$ cat src/rtl/seq_det_logger.sv
// Timestamped event logger for an upstream sequence detector.
// A free-running counter stamps each det pulse; stamps are queued in a small
// FIFO and drained by a ready-driven consumer. Events are dropped on overflow
// unless a pop frees a slot in the same cycle.
// Optional feature: define SEQ_LOG_DROPCNT_EN to add a saturating drop counter.
module seq_det_logger #(
  parameter int unsigned TS_W  = 8,
  parameter int unsigned DEPTH = 4
) (
  input  logic                       clk,
  input  logic                       rst,
  input  logic                       det,
  input  logic                       out_ready,
  input  logic                       clr_ovf,
  output logic                       out_valid,
  output logic [TS_W-1:0]            out_ts,
  output logic [$clog2(DEPTH):0]     level,
  output logic                       ovf,
`ifdef SEQ_LOG_DROPCNT_EN
  output logic [7:0]                 drop_cnt,
`endif
  output logic [7:0]                 evt_cnt
);

  localparam int unsigned PtrW = $clog2(DEPTH);
  localparam int unsigned LvlW = PtrW + 1;

  logic [TS_W-1:0] ts_q;
  logic [PtrW-1:0] wr_ptr_q, rd_ptr_q;
  logic [LvlW-1:0] level_q;
  logic            ovf_q;
  logic [7:0]      evt_cnt_q;
  logic [TS_W-1:0] mem_q [DEPTH];

  logic push, pop, drop;

  // Handshake decode; a pop frees a slot so a full FIFO can still accept.
  always_comb begin
    pop  = (level_q != '0) & out_ready;
    push = det & ((level_q < LvlW'(DEPTH)) | pop);
    drop = det & ~push;
  end

  // Free-running timestamp, pointers, occupancy and status flags.
  always_ff @(posedge clk or negedge rst) begin
    if (!rst) begin
      ts_q      <= '0;
      wr_ptr_q  <= '0;
      rd_ptr_q  <= '0;
      level_q   <= '0;
      ovf_q     <= 1'b0;
      evt_cnt_q <= '0;
    end else begin
      ts_q <= ts_q + TS_W'(1);
      if (push) wr_ptr_q <= wr_ptr_q + PtrW'(1);
      if (pop)  rd_ptr_q <= rd_ptr_q + PtrW'(1);
      if (push && !pop)      level_q <= level_q + LvlW'(1);
      else if (pop && !push) level_q <= level_q - LvlW'(1);
      // A drop in the same cycle as a clear must leave the flag set.
      if (drop)         ovf_q <= 1'b1;
      else if (clr_ovf) ovf_q <= 1'b0;
      if (push && evt_cnt_q != 8'hFF) evt_cnt_q <= evt_cnt_q + 8'd1;
    end
  end

  // Stamp storage; deliberately not reset, contents are gated by out_valid.
  always_ff @(posedge clk) begin
    if (push) mem_q[wr_ptr_q] <= ts_q;
  end

`ifdef SEQ_LOG_DROPCNT_EN
  logic [7:0] drop_cnt_q;

  // Saturating count of dropped events; unaffected by clr_ovf.
  always_ff @(posedge clk or negedge rst) begin
    if (!rst) begin
      drop_cnt_q <= '0;
    end else if (drop && drop_cnt_q != 8'hFF) begin
      drop_cnt_q <= drop_cnt_q + 8'd1;
    end
  end

  assign drop_cnt = drop_cnt_q;
`endif

  // Outputs come straight from registered state; head stamp read from storage.
  always_comb begin
    out_valid = (level_q != '0);
    out_ts    = mem_q[rd_ptr_q];
    level     = level_q;
    ovf       = ovf_q;
    evt_cnt   = evt_cnt_q;
  end

endmodule

$ cat config.mk
export PLATFORM = sky130hd
export DESIGN_NAME = seq_det_logger
export DESIGN_NICKNAME = d
export VERILOG_FILES = /design/src/rtl/seq_det_logger.sv
export SDC_FILE = /design/constraint.sdc
export NUM_CORES = 1
export LEC_CHECK = 0
export CORE_MARGIN = 2
export CORE_UTILIZATION = 30
export CTS_CLUSTER_SIZE = 40
export DETAILED_ROUTE_END_ITERATION = 12
export GPL_TIMING_DRIVEN = 0
export HOLD_SLACK_MARGIN = 0.05
export RECOVER_POWER = 25
export SYNTH_ARGS = -nofsm -noshare
export SYNTH_HDL_FRONTEND = slang
export SYNTH_SLANG_ARGS = --single-unit
$ cat constraint.sdc
create_clock -name clk -period 3.9 [get_ports clk]
set_input_delay 0.78 -clock clk [delete_from_list [all_inputs] [get_ports clk]]
set_output_delay 0.78 -clock clk [all_outputs]
set_load 0.005 [all_outputs]
==> results.md, run 1 <==
* Status: finished, final reports clean
* Register bit total from synthesis at 56
* Synthesis Warnings at 0
* CP max-delay cell: mux4_2
* RSZ-0062 raised after global routing: false
* Relative slew slack at 29.09%
* Die X-Extent at 91.77 µm
* Clock Tree Root: clkbuf_8
* CTS Sinks at 56
* ANT cells at 0
* Setup Buffers After CTS at 0
* Post-CTS Resized at 0
* Buffers and inverters on the worst path at 2
* P per Cell Area at 674.3 nW/µm²
* Core area at 7607 µm²
* CP Class: register to output port
* 1st-pass router iterations at 4
* Skew final at 0.009243 ns
* DRC Markers at 0
* WL/cell at 12.89 µm
* List of most frequent post-synthesis cells: edfxtp_1 (32), dfrtp_1 (24), xnor2_1 (9)
* Vias at 1217
* Critical path data required time at 3.12 ns
* Overall power at 0.001895 W
* Max-slew violation count at 0
* Initial core utilization at 30.38%
* Clock transition at path regs at 0.10 ns
* Worst Max-Slew Pin Slew at 1.060 ns
* Most common cell in the netlist: edfxtp_1
* Final Hold Fails at 0
* Worst setup EP type: output port
* Post-synth top area cell: edfxtp_1
* Slowest stage delay, CP at 0.56 ns
* Nets at 186
* Hold WC Path Type: register to register
* Final GP Congestion at 0.7068
* Max Cap Viol at 0
* Synthesized area per cell at 16.39 µm²
* # port buffers at 25
* Final Cycle Share at 70.41%
* Initial drt markers at 31
* Synth async-reset ratio at 42.86%
* Total CTS buffers at 5
* Vias in the first global route at 1191
* Rows at 32
* Post-layout min period at 2.746 ns
* Layout area overhead at 21.60%
* H-tree levels at 2
* Global-route wire length before repair at 5913 µm
* Max VDD drop at 0.3216 mV
* Via density at 4.409
* Max Fclk at 364.2 MHz
* Cells after Synth at 141
* Final WL at 3557 µm
* Post-route cell area at 2810 µm²
* Crit start category: register
* Most common flop cell mapped by yosys: edfxtp_1
* CP Data Arrival Time at 1.97 ns
* CTS tree: yes
* Sum Neg Setup Slack at 0 ns
* Clock Tree Buf Depth at 2
* CP Cell Sequence: buf_2, mux4_2, clkdlybuf4s50_1
* Share of cells above drive strength 1 at 17.24%
* Sequential share of the synthesized area at 67.57%
* Unique masters post-synth at 33
* Synth top area share at 41.58%
* Die Area at 8421 µm²
* Overflow after GRT at 0
* Mapped cell area at 2311 µm²
* Initial antenna violation count at 0
* DP HPWL at 2466 µm
* Pin count of the biggest net entering global routing at 25
* ANT nets after route at 0
* Post-synth EDFFs at 32
* Placed cells at 268
* Hold_buf cts at 0
* CP Max Fanout at 10
* Total GRT Usage at 9.120%
* Lkg Pwr at 1.064 nW
* # IOs at 26
* Delay-heaviest family, CP: buffers and inverters
* DP Area at 2689 µm²
* Final setup vio count at 0
* Clk Latency, worst-skew pair at 0.31 ns
* Die height at 91.77 µm
* Syn_nets at 154
* Synth area leaders: edfxtp_1 (42%), dfrtp_1 (26%), mux4_2 (7.8%)
* Final instance count without filler cells at 276
cell type report:
type | count | area (µm²)
buffer | 2 | 8.758
clock buffer | 6 | 82.58
clock inverter | 2 | 38.79
fill | 735 | 4797
inverter | 8 | 30.03
multi-input combinational | 75 | 710.7
sequential | 56 | 1562
tap | 102 | 127.6
timing repair buffer | 25 | 250.2
metal layers:
layer	wire length [µm]	up-vias	share of wire (%)	global-route usage, %
li1	-	585	-	-
met1	1641	602	46	11.57
met2	1706	26	48	14.77
met3	163	4	4.6	2.794
met4	46	0	1.3	3.358
met5	0	-	0	0
worst min-delay path: cells and delay by family, from the launching register on:
kind                   cells  cell delay (ns)
flip-flops                 1             0.39
AO/OA/AOI/OAI              1             0.07
buffers and inverters      1             0.05
cell families after synthesis:
| group | share of synthesized area, % |
|---|---|
| muxes | 10.39 |
| AOI/OAI and AO/OA | 1.733 |
| buffers and inverters | 1.678 |
| and+or+nand+nor | 8.663 |
| adders and majority gates | 4.656 |
| xor gates and xnor gates | 5.306 |
| DFF | 67.57 |
path summary, 6_finish.rpt:
kind	from	end	slack (ns)	depth (start not counted)
worst max-delay path	rd_ptr_q[0]	out_ts[2]	1.15	3
worst min-delay path	ovf	ovf	0.54	2
worst max register to register	level[0]	level[2]	1.79	8
worst min register to register	ovf	ovf	0.54	2
max in group asynchronous	rst	ts_q[0]	2.22	1
min in group asynchronous	rst	evt_cnt[4]	1.04	1
sequential cells by signal (all words and copies together) (netlist names):
| register | flops |
|---|---|
| wr_ptr_q | 2 |
| level | 3 |
| ts_q | 8 |
| rd_ptr_q | 2 |
| ovf | 1 |
| evt_cnt | 8 |
| mem_q | 32 |
placed cells by master (no fill, tap or decap), drive strengths merged:
cell type | synthesis | routed
o22ai | 1 | 1
nand2 | 9 | 9
ha | 7 | 7
and3 | 5 | 5
bufinv | 0 | 1
clkinv | 0 | 1
or4 | 1 | 1
or3 | 1 | 1
a21oi | 2 | 2
nand2b | 2 | 2
fa | 1 | 1
xor2 | 5 | 5
edfxtp | 32 | 32
clkbuf | 0 | 6
and4 | 1 | 1
xnor2 | 9 | 9
o2111a | 1 | 1
clkdlybuf4s50 | 0 | 25
mux4 | 8 | 8
or4b | 1 | 1
nand3 | 5 | 5
o211ai | 1 | 1
mux2 | 5 | 5
nor2 | 5 | 5
inv | 8 | 8
nor3 | 1 | 1
dfrtp | 24 | 24
o21ai | 1 | 1
nand4 | 3 | 3
buf | 2 | 2
per-stage QoR:
stage | util [%] | setup WS [ns] | hold WS [ns]
final | 36.94 | 1.154 | 0.5398
after global routing | 36.94 | 1.046 | 0.5702
after CTS | 36.94 | 1.129 | 0.5482
after detailed placement | 35.35 | 1.079 | 0.5274
after global placement | 35.35 | 1.105 | 0.5231
after floorplan | - | 1.787 | 0.4844
power breakdown:
part           internal (W)  switching, W
logic              0.000388      0.000262
clock network      0.000210      0.000182
registers          0.000760     0.0000926
total               0.00136      0.000536
Power figures use the tool's default switching activity.
==> run 2, diff against run 1 <==
- clock period: 3.9 -> 2.5 ns (I/O delays scaled with it)
==> run 2 against run 1 <==
Setup slack worse by 1.0 ns; first-iteration DRC count up 9.7%; clock skew barely moved; final area is essentially flat; global-route usage did not move; core utilization barely moved; routed wire length is 0.14% higher; via count fell by 0.41%; combinational power increased by 52%; count of clock-buffer cells in the layout did not move; largest cell class unchanged.
==> results.md, run 2 (synthesized netlist as in run 1, its figures left out) <==
* Hold_buf cts at 0
* Number of flip-flops in the largest register at 32
* Max Fclk at 418.6 MHz
* P per Cell Area at 1052 nW/µm²
* Share of cells above drive strength 1 at 17.34%
* CTS tree: yes
* Vias in the first global route at 1191
* Critical path data required time at 2.00 ns
* Die X-Extent at 91.77 µm
* Most flops, register: mem_q
* Layout fillers at 738
* CP Class: register to output port
* Most frequent cells in the layout: edfxtp_1 (32), clkdlybuf4s50_1 (25), dfrtp_1 (24), xnor2_1 (9)
* DRC Markers at 0
* Commonest non-fill, non-tap cell in the layout: edfxtp_1
* Total GRT Usage at 9.120%
* Initial core utilization at 30.38%
* ANT cells at 0
* Skew final at 0.009731 ns
* Post-layout min period at 2.389 ns
* CP Data Arrival Time at 1.89 ns
* Vias at 1212
* Pin count of the biggest net entering global routing at 25
* Final WL at 3562 µm
* Sum Neg Setup Slack at 0 ns
* WL/cell at 12.95 µm
* Nets at 185
* Clock transition at path regs at 0.10 ns
* RSZ-0062 raised after global routing: false
* Placed cells at 268
* CP Max Fanout at 10
* Post-layout util at 36.92%
* Lkg Pwr at 1.063 nW
* Final Hold Fails at 0
* 1st-pass router iterations at 4
* Final GP Congestion at 0.7068
* Initial antenna violation count at 0
* Rows at 32
* Final instance count without filler cells at 275
* Post-CTS Resized at 0
* CTS Sinks at 56
* Initial drt markers at 34
* Relative slew slack at 28.57%
* Die Area at 8421 µm²
* Worst Hold Slack at 0.5399 ns
* Total CTS buffers at 5
* Die height at 91.77 µm
* DP HPWL at 2466 µm
* Status: finished, final reports clean
* Core area at 7607 µm²
* Hold WC Path Type: register to register
* Overflow after GRT at 0
* Clock Tree Buf Depth at 2
* Setup Buffers After CTS at 0
* Clk Latency, worst-skew pair at 0.31 ns
* Via density at 4.407
* Max VDD drop at 0.5016 mV
* Worst Max-Slew Pin Slew at 1.068 ns
* Max-slew violation count at 0
* Crit start category: register
* # IOs at 26
* Final Cycle Share at 95.57%
* Post-route cell area at 2809 µm²
* Max Cap Viol at 0
* Layout area overhead at 21.55%
* ANT nets after route at 0
* Worst setup EP type: output port
* Clock Tree Root: clkbuf_8
* H-tree levels at 2
* Final setup vio count at 0
* # port buffers at 25
* DP Area at 2689 µm²
* Global-route wire length before repair at 5913 µm
[run 2: cell types whose count changed in the layout (fill, tap and decap cells not counted)]
| cell | previous run | this run |
|---|---|---|
| buf_1 | 1 | 0 |
| clkbuf_4 | 0 | 1 |
| buf_2 | 1 | 0 |
[run 2: final cells by class]
class / count / area, µm² / share of cell area (%)
multi-input combinational: 75 / 710.7 / 25.30
tap: 102 / 127.6 / 4.543
timing repair buffer: 25 / 250.2 / 8.909
clock inverter: 2 / 38.79 / 1.381
buffer: 1 / 7.507 / 0.2673
sequential: 56 / 1562 / 55.59
inverter: 8 / 30.03 / 1.069
clock buffer: 6 / 82.58 / 2.940
[run 2: path summary, 6_finish.rpt]
kind / slack, ns / endpoint / start / depth (start not counted)
max: 0.11 / out_ts[2] / rd_ptr_q[0] / 3
min: 0.54 / ovf / ovf / 2
max reg2reg: 0.39 / level[2] / level[0] / 8
min reg2reg: 0.54 / ovf / ovf / 2
max in group asynchronous: 1.09 / ts_q[5] / rst / 1
min in group asynchronous: 0.76 / evt_cnt[4] / rst / 1
[run 2: metrics by stage]
| step | power [W] | worst slack, ns |
|---|---|---|
| floorplan | 0.001891 | 0.4905 |
| global placement | 0.002371 | -0.01528 |
| detailed placement | 0.002388 | -0.04104 |
| CTS | 0.003004 | 0.008622 |
| global route | 0.003145 | 0.01250 |
| finish | 0.002955 | 0.1109 |
[run 2: critical path, cell delays in order (launching register included)]
cell and delay, ns:
dfrtp_1 0.33, clkbuf_4 0.25, mux4_2 0.54, clkdlybuf4s50_1 0.46
[run 2: routing by layer]
layer / wire length (µm) / vias to the layer above / GRT usage [%]
met5: 0 / - / 0
met4: 46 / 0 / 3.358
met3: 164 / 4 / 2.794
met2: 1705 / 26 / 14.77
met1: 1645 / 600 / 11.57
li1: - / 582 / -
[run 2: where the power goes]
group          internal [W]  leakage (nW)  switching (W)
registers           0.00119         0.588       0.000174
clock network      0.000328        0.0614       0.000283
logic              0.000607         0.414       0.000378
total               0.00212          1.06       0.000835
